**src/rtl/debounce_bank.sv**
```systemverilog
// debounce_bank: multi-channel switch debouncer with edge and long-press detection.
//   clk       system clock
//   rst       asynchronous active-high reset
//   i_switch  raw asynchronous switch inputs, one bit per channel
//   o_state   debounced level per channel
//   o_rise    one-cycle strobe when o_state goes 0->1
//   o_fall    one-cycle strobe when o_state goes 1->0
//   o_hold    one-cycle long-press / auto-repeat strobe
// Each channel is an independent debounce_lane instance.

module debounce_lane #(
  parameter int DEBOUNCE_LIMIT = 250000,
  parameter int CNT_W          = 18,
  parameter int HOLD_LIMIT     = 25000000,
  parameter bit REPEAT_EN      = 1'b1,
  parameter int REPEAT_LIMIT   = 5000000,
  parameter int HOLD_W         = 25
) (
  input  logic clk,
  input  logic rst,
  input  logic x_i,      // raw input, already polarity-corrected
  output logic state_o,
  output logic rise_o,
  output logic fall_o,
  output logic hold_o
);

  typedef enum logic [1:0] {IDLE, PRESS, REPEAT, DONE} hold_st_e;

  logic              s1_q, s2_q;
  logic              state_q, state_d;
  logic [CNT_W-1:0]  cnt_q, cnt_d;
  logic              rise_q, rise_d, fall_q, fall_d, hold_q, hold_d;
  logic [HOLD_W-1:0] hcnt_q, hcnt_d;
  hold_st_e          fsm_q, fsm_d;

  // Debounce: a new level is accepted only after DEBOUNCE_LIMIT consecutive
  // disagreeing samples; any agreeing sample clears progress.
  always_comb begin
    state_d = state_q;
    cnt_d   = '0;
    if (s2_q != state_q) begin
      if (cnt_q == CNT_W'(DEBOUNCE_LIMIT - 1)) state_d = s2_q;
      else                                     cnt_d   = cnt_q + 1'b1;
    end
    rise_d = state_d & ~state_q;
    fall_d = ~state_d & state_q;
  end

  // Hold FSM works off the next-state level so the press starts counting on
  // the same edge the debounced level rises, and a release on the terminal
  // edge wins over the hold strobe.
  always_comb begin
    fsm_d  = fsm_q;
    hcnt_d = hcnt_q;
    hold_d = 1'b0;
    if (!state_d) begin
      fsm_d  = IDLE;
      hcnt_d = '0;
    end else if (rise_d) begin
      fsm_d  = PRESS;
      hcnt_d = '0;
    end else begin
      case (fsm_q)
        PRESS: begin
          if (hcnt_q == HOLD_W'(HOLD_LIMIT - 1)) begin
            hold_d = 1'b1;
            hcnt_d = '0;
            fsm_d  = REPEAT_EN ? REPEAT : DONE;
          end else begin
            hcnt_d = hcnt_q + 1'b1;
          end
        end
        REPEAT: begin
          if (hcnt_q == HOLD_W'(REPEAT_LIMIT - 1)) begin
            hold_d = 1'b1;
            hcnt_d = '0;
          end else begin
            hcnt_d = hcnt_q + 1'b1;
          end
        end
        default: hcnt_d = '0;  // IDLE / DONE: wait for release
      endcase
    end
  end

  always_ff @(posedge clk or posedge rst) begin
    if (rst) begin
      s1_q    <= 1'b0;
      s2_q    <= 1'b0;
      state_q <= 1'b0;
      cnt_q   <= '0;
      rise_q  <= 1'b0;
      fall_q  <= 1'b0;
      hold_q  <= 1'b0;
      hcnt_q  <= '0;
      fsm_q   <= IDLE;
    end else begin
      s1_q    <= x_i;
      s2_q    <= s1_q;
      state_q <= state_d;
      cnt_q   <= cnt_d;
      rise_q  <= rise_d;
      fall_q  <= fall_d;
      hold_q  <= hold_d;
      hcnt_q  <= hcnt_d;
      fsm_q   <= fsm_d;
    end
  end

  assign state_o = state_q;
  assign rise_o  = rise_q;
  assign fall_o  = fall_q;
  assign hold_o  = hold_q;

endmodule

module debounce_bank #(
  parameter int              N_CH           = 4,
  parameter int              DEBOUNCE_LIMIT = 250000,
  parameter int              CNT_W          = 18,
  parameter logic [N_CH-1:0] INVERT         = '0,
  parameter int              HOLD_LIMIT     = 25000000,
  parameter bit              REPEAT_EN      = 1'b1,
  parameter int              REPEAT_LIMIT   = 5000000,
  parameter int              HOLD_W         = 25
) (
  input  logic            clk,
  input  logic            rst,
  input  logic [N_CH-1:0] i_switch,
  output logic [N_CH-1:0] o_state,
  output logic [N_CH-1:0] o_rise,
  output logic [N_CH-1:0] o_fall,
  output logic [N_CH-1:0] o_hold
);

  // Inversion happens ahead of the synchroniser so active-low pins read as
  // 0 out of reset and never strobe on release.
  logic [N_CH-1:0] x;
  assign x = i_switch ^ INVERT;

  for (genvar c = 0; c < N_CH; c++) begin : g_lane
    debounce_lane #(
      .DEBOUNCE_LIMIT(DEBOUNCE_LIMIT),
      .CNT_W         (CNT_W),
      .HOLD_LIMIT    (HOLD_LIMIT),
      .REPEAT_EN     (REPEAT_EN),
      .REPEAT_LIMIT  (REPEAT_LIMIT),
      .HOLD_W        (HOLD_W)
    ) u_lane (
      .clk    (clk),
      .rst    (rst),
      .x_i    (x[c]),
      .state_o(o_state[c]),
      .rise_o (o_rise[c]),
      .fall_o (o_fall[c]),
      .hold_o (o_hold[c])
    );
  end

endmodule

```
**config.mk**
```make
export PLATFORM = sky130hd
export DESIGN_NAME = debounce_bank
export DESIGN_NICKNAME = d
export VERILOG_FILES = /design/src/rtl/debounce_bank.sv
export SDC_FILE = /design/constraint.sdc
export NUM_CORES = 1
export LEC_CHECK = 0
export ABC_CLOCK_PERIOD_IN_PS = 2250
export CORE_MARGIN = 10
export CORE_UTILIZATION = 23
export CTS_BUF_LIST = sky130_fd_sc_hd__clkbuf_4
export DETAILED_ROUTE_END_ITERATION = 12
export GPL_TIMING_DRIVEN = 0
export HOLD_SLACK_MARGIN = 0.06
export PLACE_DENSITY = 0.49
export REMOVE_ABC_BUFFERS = 1
export SETUP_SLACK_MARGIN = 0.15
export SLEW_MARGIN = 20
export SYNTH_ARGS = -nofsm -noshare
export SYNTH_HDL_FRONTEND = slang
export SYNTH_HIERARCHICAL = 1
export SYNTH_SLANG_ARGS = --single-unit
```
**constraint.sdc**
```tcl
create_clock -name clk -period 2.25 [get_ports clk]
set_input_delay 0.225 -clock clk [delete_from_list [all_inputs] [get_ports clk]]
set_output_delay 0.225 -clock clk [all_outputs]
set_load 0.01 [all_outputs]
```
==> After elaboration in Yosys (flattened, before gate mapping) <==
Cells that the tools add are included.
Widths: inputs -> output; s select.
{ "classes": {"add_sub_neg": 8, "multipliers": 0, "n_div": 0, "magnitude_cmp": 0, "n_eq_ne": 32, "n_shift": 0, "muxes": 72, "bitwise": 16, "reduce_logical": 4} }
{ "ops": {"columns": ["cell", "count"], "rows": [
  ["$mux 25", 16],
  ["$pmux 25 s2", 4],
  ["$mux 18", 8],
  ["$add 25x1->25 const B", 4],
  ["$eq 25x23->1 const B", 4],
  ["$eq 25x25->1 const B", 4],
  ["$add 18x1->18 const B", 4],
  ["$eq 18x18->1 const B", 4],
  ["$mux 2", 16],
  ["$mux 1", 24],
  ["$ne 3x3->1 const B", 8],
  ["$and 1x1->1", 8],
  ["$eq 2x1->1 const B", 4],
  ["$eq 2x2->1 const B", 4],
  ["$not 1->1", 8],
  ["$pmux 1 s2", 4],
  ["$reduce_and 2->1", 4],
  ["$ne 1x1->1", 4]
]} }
{ "totals": {"register_bits": 204, "latchBits": 0, "ram_bits": 0, "romBits": 0, "wordCells": 168, "mem_count": 0} }

==> Longest topological paths before layout <==
Gate-level depths: netlist (run 1).
{ "depth": {"depth_word": 6, "depth_mapped": 7, "depth_no_buf": 6} }

==> Modules after synthesis <==
Netlist (run 1), hierarchy kept.
{ "by_module_without_submodules": {"columns": ["module", "instances", "cells_per_inst", "area_per_inst_um2"], "rows": [
  ["debounce_lane (g_lane[0].u_lane ...)", 3, 255, 2508.7],
  ["debounce_lane (g_lane[3].u_lane)", 1, 244, 2504.9]
]} }

==> Least setup slack after synthesis (run 1) <==
OpenSTA, ideal clock, no wires.
{ "synth_timing": {"kind": "register to register", "from": "reg g_lane[0].u_lane.hcnt_q[12]", "to": "reg g_lane[0].u_lane.hcnt_q[10]", "setup_ns": 0.119, "arrival_ns": 2.009, "setup_slack_ns": 0.122, "path_stages_with_launch": 8, "period_less_slack_ns": 2.128, "cell_sequence": "dfrtp_1 buf_6 or4_1 or4_1 o31a_1 o21ai_4 buf_6 nor2_1"} }
{ "synth_via": {"elab_chain_len": 5} }
{ "synth_rtl": {"columns": ["element", "line_no", "rtl"], "rows": [
  ["start: declaration", "34", "logic [HOLD_W-1:0] hcnt_q, hcnt_d;"],
  ["start signal: assignment", "106", "hcnt_q <= hcnt_d;"],
  ["$eq 25x23->1 or $eq 25x25->1 (tied branches)", "75, 66", null],
  ["$mux 25 (on tied branches)", "75, 66", null],
  ["$pmux 25 s2 *", "64", "case (fsm_q)"],
  ["$mux 25 *", "60", "end else if (rise_d) begin"],
  ["$mux 25 *", "57", "if (!state_d) begin"],
  ["named net g_lane[0].u_lane.hcnt_d[10]", "34", null]
]} }
The timed path passes the listed nets; every way through them passes the cells marked *.
A chain may end at the register's enable or synchronous reset.

==> Final worst setup path (run 1) <==
{ "layout_timing": {"from": "reg g_lane[1].u_lane.hcnt_q[21]", "to": "reg g_lane[1].u_lane.hcnt_q[0]"} }
{ "layout_via": {"elab_chain_len": 5} }
{ "layout_rtl": {"columns": ["element", "line_no"], "rows": [
  ["start: declaration", "34"],
  ["start signal: assignment", "106"],
  ["$eq 25x23->1 or $eq 25x25->1 (tied branches)", "75, 66"],
  ["$mux 25 (on tied branches)", "75, 66"],
  ["$pmux 25 s2 *", "64"],
  ["$mux 25 *", "60"],
  ["$mux 25 *", "57"],
  ["named net g_lane[1].u_lane.hcnt_d[0]", "34"]
]} }
Marked as above.

==> impl_metrics.py, run 1 <==
metrics = {
    "outcome": {
        "status": "complete, but fails checks",
        "violations": "negative setup slack",
    },
    "floorplan": {
        "start_util_pct": 23.3,
        "rows": 76,
        "die_w_um": 229,
        "die_area_sq_um": 52400,
        "die_y_um": 229,
        "io-pin-count": 22,
        "core_area_sq_um": 43100,
    },
    "route": {
        "dr.pass1.iters": 4,
        "drcViolationCount": 0,
        "drt-initial-drc-count": 278,
        "ant_nets": 0,
        "finalWirelength_mm": 21.6,
        "drt-vias-per-instance": 4.32,
        "avgRoutedWirePerCell_um": 12.4,
        "vias": 7506,
    },
    "timing": {
        "setup_viol_count_final": 32,
        "finalHoldViolations": 0,
        "slew_headroom_pct": 44.4,
        "fmax_mhz": 440,
        "fin_skew_ns": 0.0159,
        "holdWs_ns": 0.152,
        "setup_ws_ns": -0.0246,
        "report.final.slew_viol_count": 0,
        "period_share_pct": 101,
        "fin_crit_ns": 2.27,
        "rsz0062_at_grt": "true",
        "worst_pin_slew_ns": 0.828,
    },
    "synth": {
        "synth_cell_type_count": 43,
        "ys_ff_latch": 204,
        "avgSynthCellArea_sq_um": 9.94,
        "synthArstFlopShare_pct": 100,
        "synth_most_common_cell": "dfrtp_1",
        "synthAdderAreaFrac_pct": 2.00,
        "syn_inst": 1009,
        "yosysTopAreaCell": "dfrtp_1",
        "synthSimpleGateAreaFrac_pct": 27.0,
        "yosys_warnings": 6,
        "synth_area_sq_um": 10000,
        "synth.area.top_cells": "dfrtp_1, xor2_1, nor2_1",
        "synth_compound_area_share_pct": 3.32,
        "synth_xor_area_share_pct": 13.4,
        "ys.flop_type": "dfrtp_1",
        "synth_top_cell_area_share_pct": 50.9,
        "ys_seq_area_share_pct": 50.9,
        "synth_top_family_by_area": "simple AND/OR/NAND/NOR gates",
        "synth-edff-count": 0,
        "synthTopCellsByCount": "dfrtp_1, nor2_1, xor2_1",
        "synthMuxAreaShare_pct": 0.449,
    },
    "worst_setup_path": {
        "start_kind": "flop",
        "path_delay_family": "simple AND/OR/NAND/NOR gates",
        "critPathKind": "reg2reg",
        "crit_path_end_kind": "flop",
        "crit_chain": "or4_1, or4_4, o31a_1, buf_6, o21ai_4, buf_6, nor2_1",
        "cp_common_cell": "buf_6",
        "cp.required_ns": 2.81,
        "worstPathArrival_ns": 2.84,
        "cp_num_buf_inv": 2,
        "slowest_stage": "or4_1",
        "cp_max_fo": 6,
        "worst_path_largest_cell_delay_ns": 0.52,
    },
    "layout": {
        "num-fill-cells": 4537,
        "layout.cells.non_filler": 1738,
        "postLayoutCoreUtil_pct": 29.0,
        "final_net_count": 1132,
        "drive_above_1_share_pct": 21.8,
        "areaGrowthSynthToFinish_pct": 24.7,
    },
    "pwr": {
        "p_per_area_nw_per_um2": 563,
        "p_switching_uw": 1700,
        "p_leak_uw": 0.00474,
        "internal_power_uw": 5340,
        "clkPwrFrac_pct": 45.0,
        "pwr-share-seq_pct": 52.7,
        "peakVddDrop_v": 0.000325,
        "power.share.switching_pct": 24.2,
        "p_comb_share_pct": 2.2,
    },
    "hold_path": {
        "min_path_type": "in2async",
    },
    "cts": {
        "cts-buffers-inserted": 56,
        "cts-htree-levels": 2,
        "clock_latency_ns": 0.69,
        "clkTransAtPathRegs_ns": 0.07,
        "cts_buffer_depth": 3,
        "cts-root-buf": "clkbuf_4",
        "cts_tree": "built",
        "cts.sinks": 204,
    },
    "placed_design": {
        "placed_cells": 1593,
        "io_buffers": 21,
        "hpwl_mm": 12.9,
        "gp_congestion": 0.753,
    },
    "global_routing": {
        "grt_max_degree": 52,
        "antenna_found_initial": 1,
        "grt_usage_pct": 8.22,
        "grt_pass1_wl_mm": 37.4,
        "grt_overflow": 0,
        "grt_pass1_vias": 7736,
    },
    "run": {
        "maxCapViolCount": 0,
    },
}
-- metrics by stage --
stage	setup WS [ns]	power, uW	area, sq um	setup TNS, ns
2_1_floorplan	0.0429	3870	9850	0
3_3_place_gp	-0.552	3920	10800	-140.77
3_5_place_dp	-0.494	3940	10900	-35.27
4_1_cts	-0.0361	7240	12300	-0.589
5_1_grt	-0.106	7470	12500	-3.64
6_report	-0.0246	7040	12500	-0.282
-- power by group through the flow --
stage	sequential, uW	combinational (uW)	clock [uW]
detailed placement	3780	157	0
global route	3710	185	3570
finish	3710	157	3170
CTS	3710	166	3370
global placement	3780	140	0
floorplan	3780	94.2	0
-- metal layers --
metal | share of wire, % | track usage, % | vias to the layer above
met4 | 2.5 | 2.81 | 0
li1 | - | - | 3720
met2 | 44 | 12.6 | 122
met5 | 0 | 0 | -
met3 | 5.4 | 2.61 | 47
met1 | 48 | 10.7 | 3617
-- logic make-up after synthesis --
| group | after synthesis |
|---|---|
| buf+inv | 55 |
| simple gates | 532 |
| fa+ha+maj | 16 |
| compound gates | 44 |
| flops | 204 |
| xor+xnor | 154 |
| mux | 4 |
-- repair_timing --
item	4_1_cts	5_1_grt
hold endpoints to repair	4	0
hold buffers	4	0
cloned	6	0
pin swaps	46	12
setup buffers	26	8
gates resized for setup	96	41
setup endpoints to repair	171	142
-- worst paths after layout --
check	start	to	slack [ns]	depth (start not counted)
setup / recovery	g_lane[1].u_lane/hcnt_q[21]	g_lane[1].u_lane/hcnt_q[0]	-0.02	7
hold / removal	rst	g_lane[0].u_lane/hcnt_q[14]	0.15	2
setup reg to reg	g_lane[1].u_lane/hcnt_q[21]	g_lane[1].u_lane/hcnt_q[0]	-0.02	7
hold reg to reg	g_lane[2].u_lane/s1_q	g_lane[2].u_lane/s2_q	0.35	0
max in group asynchronous	rst	g_lane[2].u_lane/hcnt_q[8]	1.42	3
min in group clk	g_lane[2].u_lane/s1_q	g_lane[2].u_lane/s2_q	0.35	0
-- cell usage in the layout (no fill, tap or decap), types with 4 or more instances in the layout --
cell type | Yosys | routed
xnor2_1 | 55 | 55
nand4_1 | 55 | 55
nand3_1 | 66 | 64
nand2b_1 | 4 | 4
a21oi_1 | 11 | 10
or4_1 | 16 | 11
and4_1 | 13 | 13
mux2_2 | 4 | 4
nor2_2 | 20 | 37
ha_1 | 16 | 13
nor4_1 | 18 | 11
dfrtp_2 | 0 | 7
and3_1 | 24 | 24
dlygate4sd3_1 | 0 | 4
nor2_1 | 173 | 130
nor3_1 | 27 | 27
nor2_4 | 0 | 26
buf_12 | 0 | 6
inv_1 | 30 | 26
inv_2 | 0 | 5
buf_4 | 0 | 18
or4_4 | 0 | 5
clkinv_2 | 0 | 5
nor4_4 | 0 | 5
dfrtp_1 | 204 | 197
o21ai_4 | 4 | 8
clkinv_1 | 0 | 14
clkbuf_4 | 0 | 78
and2_1 | 4 | 4
nand2_1 | 81 | 74
o21ai_0 | 7 | 7
buf_6 | 11 | 12
nor3b_1 | 5 | 5
or3_1 | 4 | 4
xor2_1 | 99 | 99
a21boi_0 | 7 | 5
clkdlybuf4s50_1 | 0 | 21
nor4_2 | 3 | 5
nand2_2 | 0 | 4
-- flip-flops by register name (all words and copies together) (netlist names) --
| register | cells |
|---|---|
| g_lane.u_lane/cnt_q | 72 |
| g_lane.u_lane/fall_o | 4 |
| g_lane.u_lane/fsm_q | 8 |
| g_lane.u_lane/hcnt_q | 100 |
| g_lane.u_lane/hold_o | 4 |
| g_lane.u_lane/rise_o | 4 |
| g_lane.u_lane/s1_q | 4 |
| g_lane.u_lane/s2_q | 4 |
| g_lane.u_lane/state_o | 4 |
-- cell type report --
type,instances,area [sq um],share of cell area [%]
Antenna cell,2,5.00,0.0400
Clock inverter,21,85.1,0.680
Timing Repair Buffer,64,723,5.78
Inverter,30,115,0.920
Clock buffer,78,586,4.68
Multi-Input combinational cell,754,5150,41.2
Sequential cell,204,5110,40.9
Tap cell,585,732,5.85
Power figures use the tool's default switching activity.
==> inputs of run 2 (changes only) <==
--- a/config.mk
+++ b/config.mk
@@ -6,7 +6,6 @@
 export NUM_CORES = 1
 export LEC_CHECK = 0
 export ABC_CLOCK_PERIOD_IN_PS = 2250
-export CORE_MARGIN = 10
 export CORE_UTILIZATION = 23
 export CTS_BUF_LIST = sky130_fd_sc_hd__clkbuf_4
 export DETAILED_ROUTE_END_ITERATION = 12
==> impl_metrics.py, run 2 (same netlist as run 1, synthesis figures left out) <==
metrics = {
    "outcome": {
        "status": "finished clean",
    },
    "pwr": {
        "p_switching_uw": 1760,
        "power_uw": 7220,
        "power.share.switching_pct": 24.4,
        "internal_power_uw": 5460,
        "p_per_area_nw_per_um2": 578,
        "p_leak_uw": 0.00474,
        "p_comb_share_pct": 2.1,
        "clkPwrFrac_pct": 46.5,
        "peakVddDrop_v": 0.000294,
        "pwr-share-seq_pct": 51.4,
    },
    "floorplan": {
        "io-pin-count": 22,
        "core_area_sq_um": 43100,
        "die_w_um": 211,
        "start_util_pct": 23.3,
        "die_y_um": 211,
        "rows": 76,
        "die_area_sq_um": 44500,
    },
    "worst_setup_path": {
        "worst_path_largest_cell_delay_ns": 0.53,
        "cp.required_ns": 2.82,
        "critPathKind": "reg2reg",
        "rrSetupSlack_ns": 0.005,
        "cp_max_fo": 7,
        "worstPathArrival_ns": 2.82,
        "cp_common_cell": "buf_6",
        "crit_chain": "or4_1, or4_4, o31a_1, buf_6, o21ai_4, buf_6, nor2_1",
        "slowest_stage": "or4_1",
        "r2r_end": "g_lane[0].u_lane/hcnt_q[6]",
        "reg2reg_depth": 7,
        "crit_path_end_kind": "flop",
        "r2r-start": "g_lane[0].u_lane/hcnt_q[21]",
        "start_kind": "flop",
    },
    "layout": {
        "largest_register": "g_lane.u_lane/hcnt_q",
        "largest_register_ffs": 100,
        "drive_above_1_share_pct": 21.8,
        "num-fill-cells": 4568,
        "largestRegisters": "g_lane.u_lane/hcnt_q (100), g_lane.u_lane/cnt_q (72), g_lane.u_lane/fsm_q (8)",
        "layout.cells.non_filler": 1740,
        "final_common_cell": "dfrtp_1",
        "final_net_count": 1129,
        "regArea_sq_um": 5110,
        "final_cell_mix": "dfrtp_1, nor2_1, xor2_1, clkbuf_4, nand2_1",
        "areaGrowthSynthToFinish_pct": 24.5,
        "multiInputGateArea_sq_um": 5170,
    },
    "route": {
        "drcViolationCount": 0,
        "dr.pass1.iters": 6,
        "vias": 7479,
        "drt-vias-per-instance": 4.30,
        "drt-initial-drc-count": 427,
        "avgRoutedWirePerCell_um": 12.4,
        "finalWirelength_mm": 21.5,
        "ant_nets": 0,
    },
    "global_routing": {
        "grt_max_degree": 52,
        "grt_overflow": 0,
        "antenna_found_initial": 1,
        "grt_usage_pct": 9.97,
        "grt_pass1_vias": 7513,
        "grt_pass1_wl_mm": 37.0,
    },
    "timing": {
        "worst_pin_slew_ns": 0.860,
        "period_share_pct": 99.8,
        "report.final.slew_viol_count": 0,
        "slew_headroom_pct": 42.2,
        "setup_viol_count_final": 0,
        "holdWs_ns": 0.251,
        "fmax_mhz": 445,
        "fin_skew_ns": 0.0406,
        "fin_tns_setup_ns": 0,
        "finalHoldViolations": 0,
        "rsz0062_at_grt": "true",
        "fin_crit_ns": 2.24,
        "setup_ws_ns": 0.00533,
    },
    "placed_design": {
        "post-place-ws_ns": -0.460,
        "gp_congestion": 0.745,
        "io_buffers": 21,
        "placed_cells": 1591,
        "hpwl_mm": 12.4,
    },
    "cts": {
        "cts_tree": "built",
        "cts-root-buf": "clkbuf_4",
        "cts-buffers-inserted": 57,
        "cts_buffer_depth": 3,
        "cts.sinks": 204,
        "cts-htree-levels": 2,
        "clock_latency_ns": 0.68,
        "clkTransAtPathRegs_ns": 0.06,
    },
    "hold_path": {
        "min_path_type": "in2async",
    },
    "run": {
        "maxCapViolCount": 0,
    },
}
==> run 2: cell count changes in the layout (fill, tap and decap cells not counted), moves of 2 or more <==
cell | previous run | this run
nor2_1 | 130 | 122
nor2_2 | 37 | 45
clkbuf_4 | 78 | 85
clkinv_1 | 14 | 17
dfrtp_1 | 197 | 200
dfrtp_2 | 7 | 4
inv_2 | 5 | 2
buf_16 | 3 | 1
buf_6 | 12 | 10
clkinv_2 | 5 | 3
inv_4 | 1 | 3
or4_1 | 11 | 13
or4_4 | 5 | 3
==> run 2: worst max-delay path by stage <==
| stage | slack (ns) | start | to |
|---|---|---|---|
| after global placement | -0.55 | rst | g_lane[3].u_lane/hcnt_q[23] |
| after floorplan | 0.04 | g_lane[3].u_lane/hcnt_q[0] | g_lane[3].u_lane/hcnt_q[24] |
| after detailed placement | -0.46 | g_lane[3].u_lane/hcnt_q[0] | g_lane[3].u_lane/hcnt_q[4] |
| after CTS | -0.01 | g_lane[1].u_lane/hcnt_q[21] | g_lane[1].u_lane/hcnt_q[13] |
| final | 0.005 | g_lane[0].u_lane/hcnt_q[21] | g_lane[0].u_lane/hcnt_q[6] |
| after global routing | -0.07 | g_lane[0].u_lane/hcnt_q[21] | g_lane[0].u_lane/hcnt_q[0] |
==> run 2: what timing repair did <==
item	in CTS	in global routing
hold buffers	4	0
pin swaps	38	20
endpoints found under the setup margin	171	126
setup buffers	27	6
hold endpoints to repair	4	0
gates resized for setup	81	57
gates cloned	5	0
==> run 2: worst max-delay path: cells and delay by family, from the launching register on <==
family	cells	cell delay (ns)
AND/OR/NAND/NOR	3	1.00
buffers and inverters	2	0.30
flip-flops	1	0.38
AO/OA/AOI/OAI	2	0.45
==> run 2: metal layers <==
metal / share of wire [%] / up-vias / wire (um) / GRT usage [%]
met5: 0 / - / 0 / 0
met4: 2.3 / 0 / 501 / 3.65
met3: 4.1 / 51 / 893 / 2.68
met2: 44 / 108 / 9460 / 15.2
met1: 50 / 3596 / 10700 / 13.5
li1: - / 3724 / - / -
==> run 2: power by group through the flow <==
| stage | registers (uW) | logic, uW | clock network (uW) |
|---|---|---|---|
| 2_1_floorplan | 3780 | 94.2 | 0 |
| 6_report | 3710 | 150 | 3360 |
| 3_5_place_dp | 3780 | 149 | 0 |
| 5_1_grt | 3710 | 175 | 3770 |
| 4_1_cts | 3710 | 157 | 3550 |
| 3_3_place_gp | 3780 | 140 | 0 |
==> run 2: cell type report <==
cell class | instances | area share (%)
multi-input combinational | 754 | 41.4
clock inverter | 21 | 0.661
tap | 585 | 5.86
clock buffer | 85 | 5.11
antenna | 1 | 0.0200
sequential | 204 | 40.9
timing repair buffer | 60 | 5.13
inverter | 30 | 0.961
==> run 2: per-stage QoR <==
step	instance area [sq um]	utilization [%]
after global routing	12500	29.0
after global placement	10800	25.1
after floorplan	9850	-
final	12500	29.0
after CTS	12200	28.4
after detailed placement	10800	25.1
==> inputs of run 3 (changes only) <==
==> constraint.sdc (replaced) <==
create_clock -name clk -period 2.25 [get_ports clk]
set_input_delay 0.3375 -clock clk [delete_from_list [all_inputs] [get_ports clk]]
set_output_delay 0.3375 -clock clk [all_outputs]
set_load 0.01 [all_outputs]
==> impl_metrics.py, run 3 (same netlist as run 1, synthesis figures left out) <==
metrics = {
    "floorplan": {
        "die_w_um": 211,
        "io-pin-count": 22,
        "die_y_um": 211,
        "rows": 76,
        "core_area_sq_um": 43100,
        "die_area_sq_um": 44500,
        "start_util_pct": 23.3,
    },
    "pwr": {
        "clkPwrFrac_pct": 46.5,
        "pwr-share-seq_pct": 51.4,
        "p_per_area_nw_per_um2": 577,
        "power.share.switching_pct": 24.4,
        "p_switching_uw": 1760,
        "internal_power_uw": 5460,
        "p_comb_share_pct": 2.1,
        "peakVddDrop_v": 0.000294,
        "p_leak_uw": 0.00476,
    },
    "layout": {
        "largest_register_ffs": 100,
        "final_common_cell": "dfrtp_1",
        "largestRegisters": "g_lane.u_lane/hcnt_q (100), g_lane.u_lane/cnt_q (72), g_lane.u_lane/fsm_q (8)",
        "final_cell_mix": "dfrtp_1, nor2_1, xor2_1, clkbuf_4, nand2_1",
        "num-fill-cells": 4568,
        "areaGrowthSynthToFinish_pct": 24.7,
        "final_net_count": 1130,
        "layout.cells.non_filler": 1741,
        "postLayoutCoreUtil_pct": 29.0,
        "drive_above_1_share_pct": 22.3,
        "largest_register": "g_lane.u_lane/hcnt_q",
    },
    "route": {
        "avgRoutedWirePerCell_um": 12.4,
        "dr.pass1.iters": 4,
        "drt-vias-per-instance": 4.29,
        "drt-initial-drc-count": 390,
        "drcViolationCount": 0,
        "finalWirelength_mm": 21.5,
        "vias": 7468,
        "ant_nets": 0,
    },
    "global_routing": {
        "grt_max_degree": 52,
        "grt_overflow": 0,
        "antenna_found_initial": 1,
        "grt_pass1_wl_mm": 37.0,
        "grt_usage_pct": 9.98,
        "grt_pass1_vias": 7517,
    },
    "timing": {
        "setup_viol_count_final": 0,
        "slew_headroom_pct": 42.3,
        "fin_skew_ns": 0.0342,
        "report.final.slew_viol_count": 0,
        "fmax_mhz": 446,
        "rsz0062_at_grt": "true",
        "fin_crit_ns": 2.24,
        "period_share_pct": 99.7,
        "finalHoldViolations": 0,
        "worst_pin_slew_ns": 0.859,
    },
    "cts": {
        "clock_latency_ns": 0.69,
        "cts_tree": "built",
        "cts-buffers-inserted": 57,
        "cts.sinks": 204,
        "clkTransAtPathRegs_ns": 0.06,
        "cts-htree-levels": 2,
        "cts_buffer_depth": 3,
        "cts-root-buf": "clkbuf_4",
    },
    "placed_design": {
        "placed_cells": 1591,
        "hpwl_mm": 12.4,
        "io_buffers": 21,
        "gp_congestion": 0.745,
    },
    "worst_setup_path": {
        "critPathKind": "reg2reg",
        "crit_chain": "or4_1, or4_4, o31a_1, buf_6, o21ai_4, buf_6, nor2_1",
        "cp_common_cell": "buf_6",
        "crit_path_end_kind": "flop",
        "worstPathArrival_ns": 2.81,
        "slowest_stage": "or4_1",
        "cp.required_ns": 2.82,
        "worst_path_largest_cell_delay_ns": 0.53,
        "cp_max_fo": 7,
        "start_kind": "flop",
    },
    "outcome": {
        "status": "finished clean",
    },
    "run": {
        "maxCapViolCount": 0,
    },
    "hold_path": {
        "min_path_type": "reg2reg",
    },
}
==> run 3: cell count changes in the layout (fill, tap and decap cells not counted) <==
| cell | delta |
|---|---|
| dfrtp_1 | -4 |
| dlymetal6s2s_1 | +1 |
| buf_4 | +1 |
| dlygate4sd2_1 | +1 |
| clkdlybuf4s50_1 | -2 |
| dfrtp_2 | +4 |
==> run 3: what timing repair did <==
item,CTS,global route
pin swaps,38,20
gates resized for setup,86,58
hold endpoints to repair,4,0
hold buffers,4,0
buffers inserted,28,6
cloned,5,0
setup endpoints to repair,175,127
==> run 3: final timing paths <==
check	start	to	slack [ns]	cells after the start
max	g_lane[0].u_lane/hcnt_q[21]	g_lane[0].u_lane/hcnt_q[6]	0.007	7
max in group asynchronous	rst	g_lane[1].u_lane/hcnt_q[12]	1.27	2
min	g_lane[3].u_lane/s1_q	g_lane[3].u_lane/s2_q	0.35	0
max reg2reg	g_lane[0].u_lane/hcnt_q[21]	g_lane[0].u_lane/hcnt_q[6]	0.007	7
min reg2reg	g_lane[3].u_lane/s1_q	g_lane[3].u_lane/s2_q	0.35	0
min in group asynchronous	rst	g_lane[0].u_lane/fsm_q[1]	0.36	2
==> run 3: stage by stage <==
step           TNS [ns]  total power (uW)  area [sq um]  hold WS [ns]  setup WS, ns
6_report              0              7220         12500         0.348       0.00688
4_1_cts         -0.0784              7420         12200         0.293       -0.0133
3_3_place_gp    -166.81              3920         10800         0.333        -0.667
2_1_floorplan         0              3870          9850         0.331        0.0429
3_5_place_dp     -36.82              3930         10800         0.335        -0.460
5_1_grt           -1.42              7660         12500         0.359       -0.0655
==> run 3: power by group through the flow <==
stage	registers [uW]	clock network (uW)	logic, uW
floorplan	3780	0	94.2
global placement	3780	0	140
detailed placement	3780	0	149
CTS	3710	3550	157
global route	3710	3770	175
finish	3710	3360	150
==> run 3: layout make-up <==
| cell class | instances | area [sq um] | area share, % |
|---|---|---|---|
| repair buffers | 61 | 649 | 5.19 |
| clock buffers | 85 | 638 | 5.10 |
| inverters | 30 | 120 | 0.960 |
| clock inverters | 21 | 82.6 | 0.660 |
| multi-input cells | 754 | 5170 | 41.3 |
| well taps | 585 | 732 | 5.85 |
| flip-flops and latches | 204 | 5110 | 40.9 |
| diodes | 1 | 2.50 | 0.0200 |
==> run 3: layer usage <==
metal / vias to the layer above / global-route usage [%] / wire, um
met2: 107 / 15.2 / 9470
met4: 0 / 3.65 / 496
met3: 51 / 2.68 / 865
met5: - / 0 / 0
li1: 3727 / - / -
met1: 3583 / 13.5 / 10700
==> run 3: worst max-delay path: cells and delay by family, from the launching register on <==
| kind | cells | cell delay [ns] |
|---|---|---|
| flops | 1 | 0.38 |
| compound gates | 2 | 0.45 |
| simple gates | 3 | 1.00 |
| buf+inv | 2 | 0.30 |
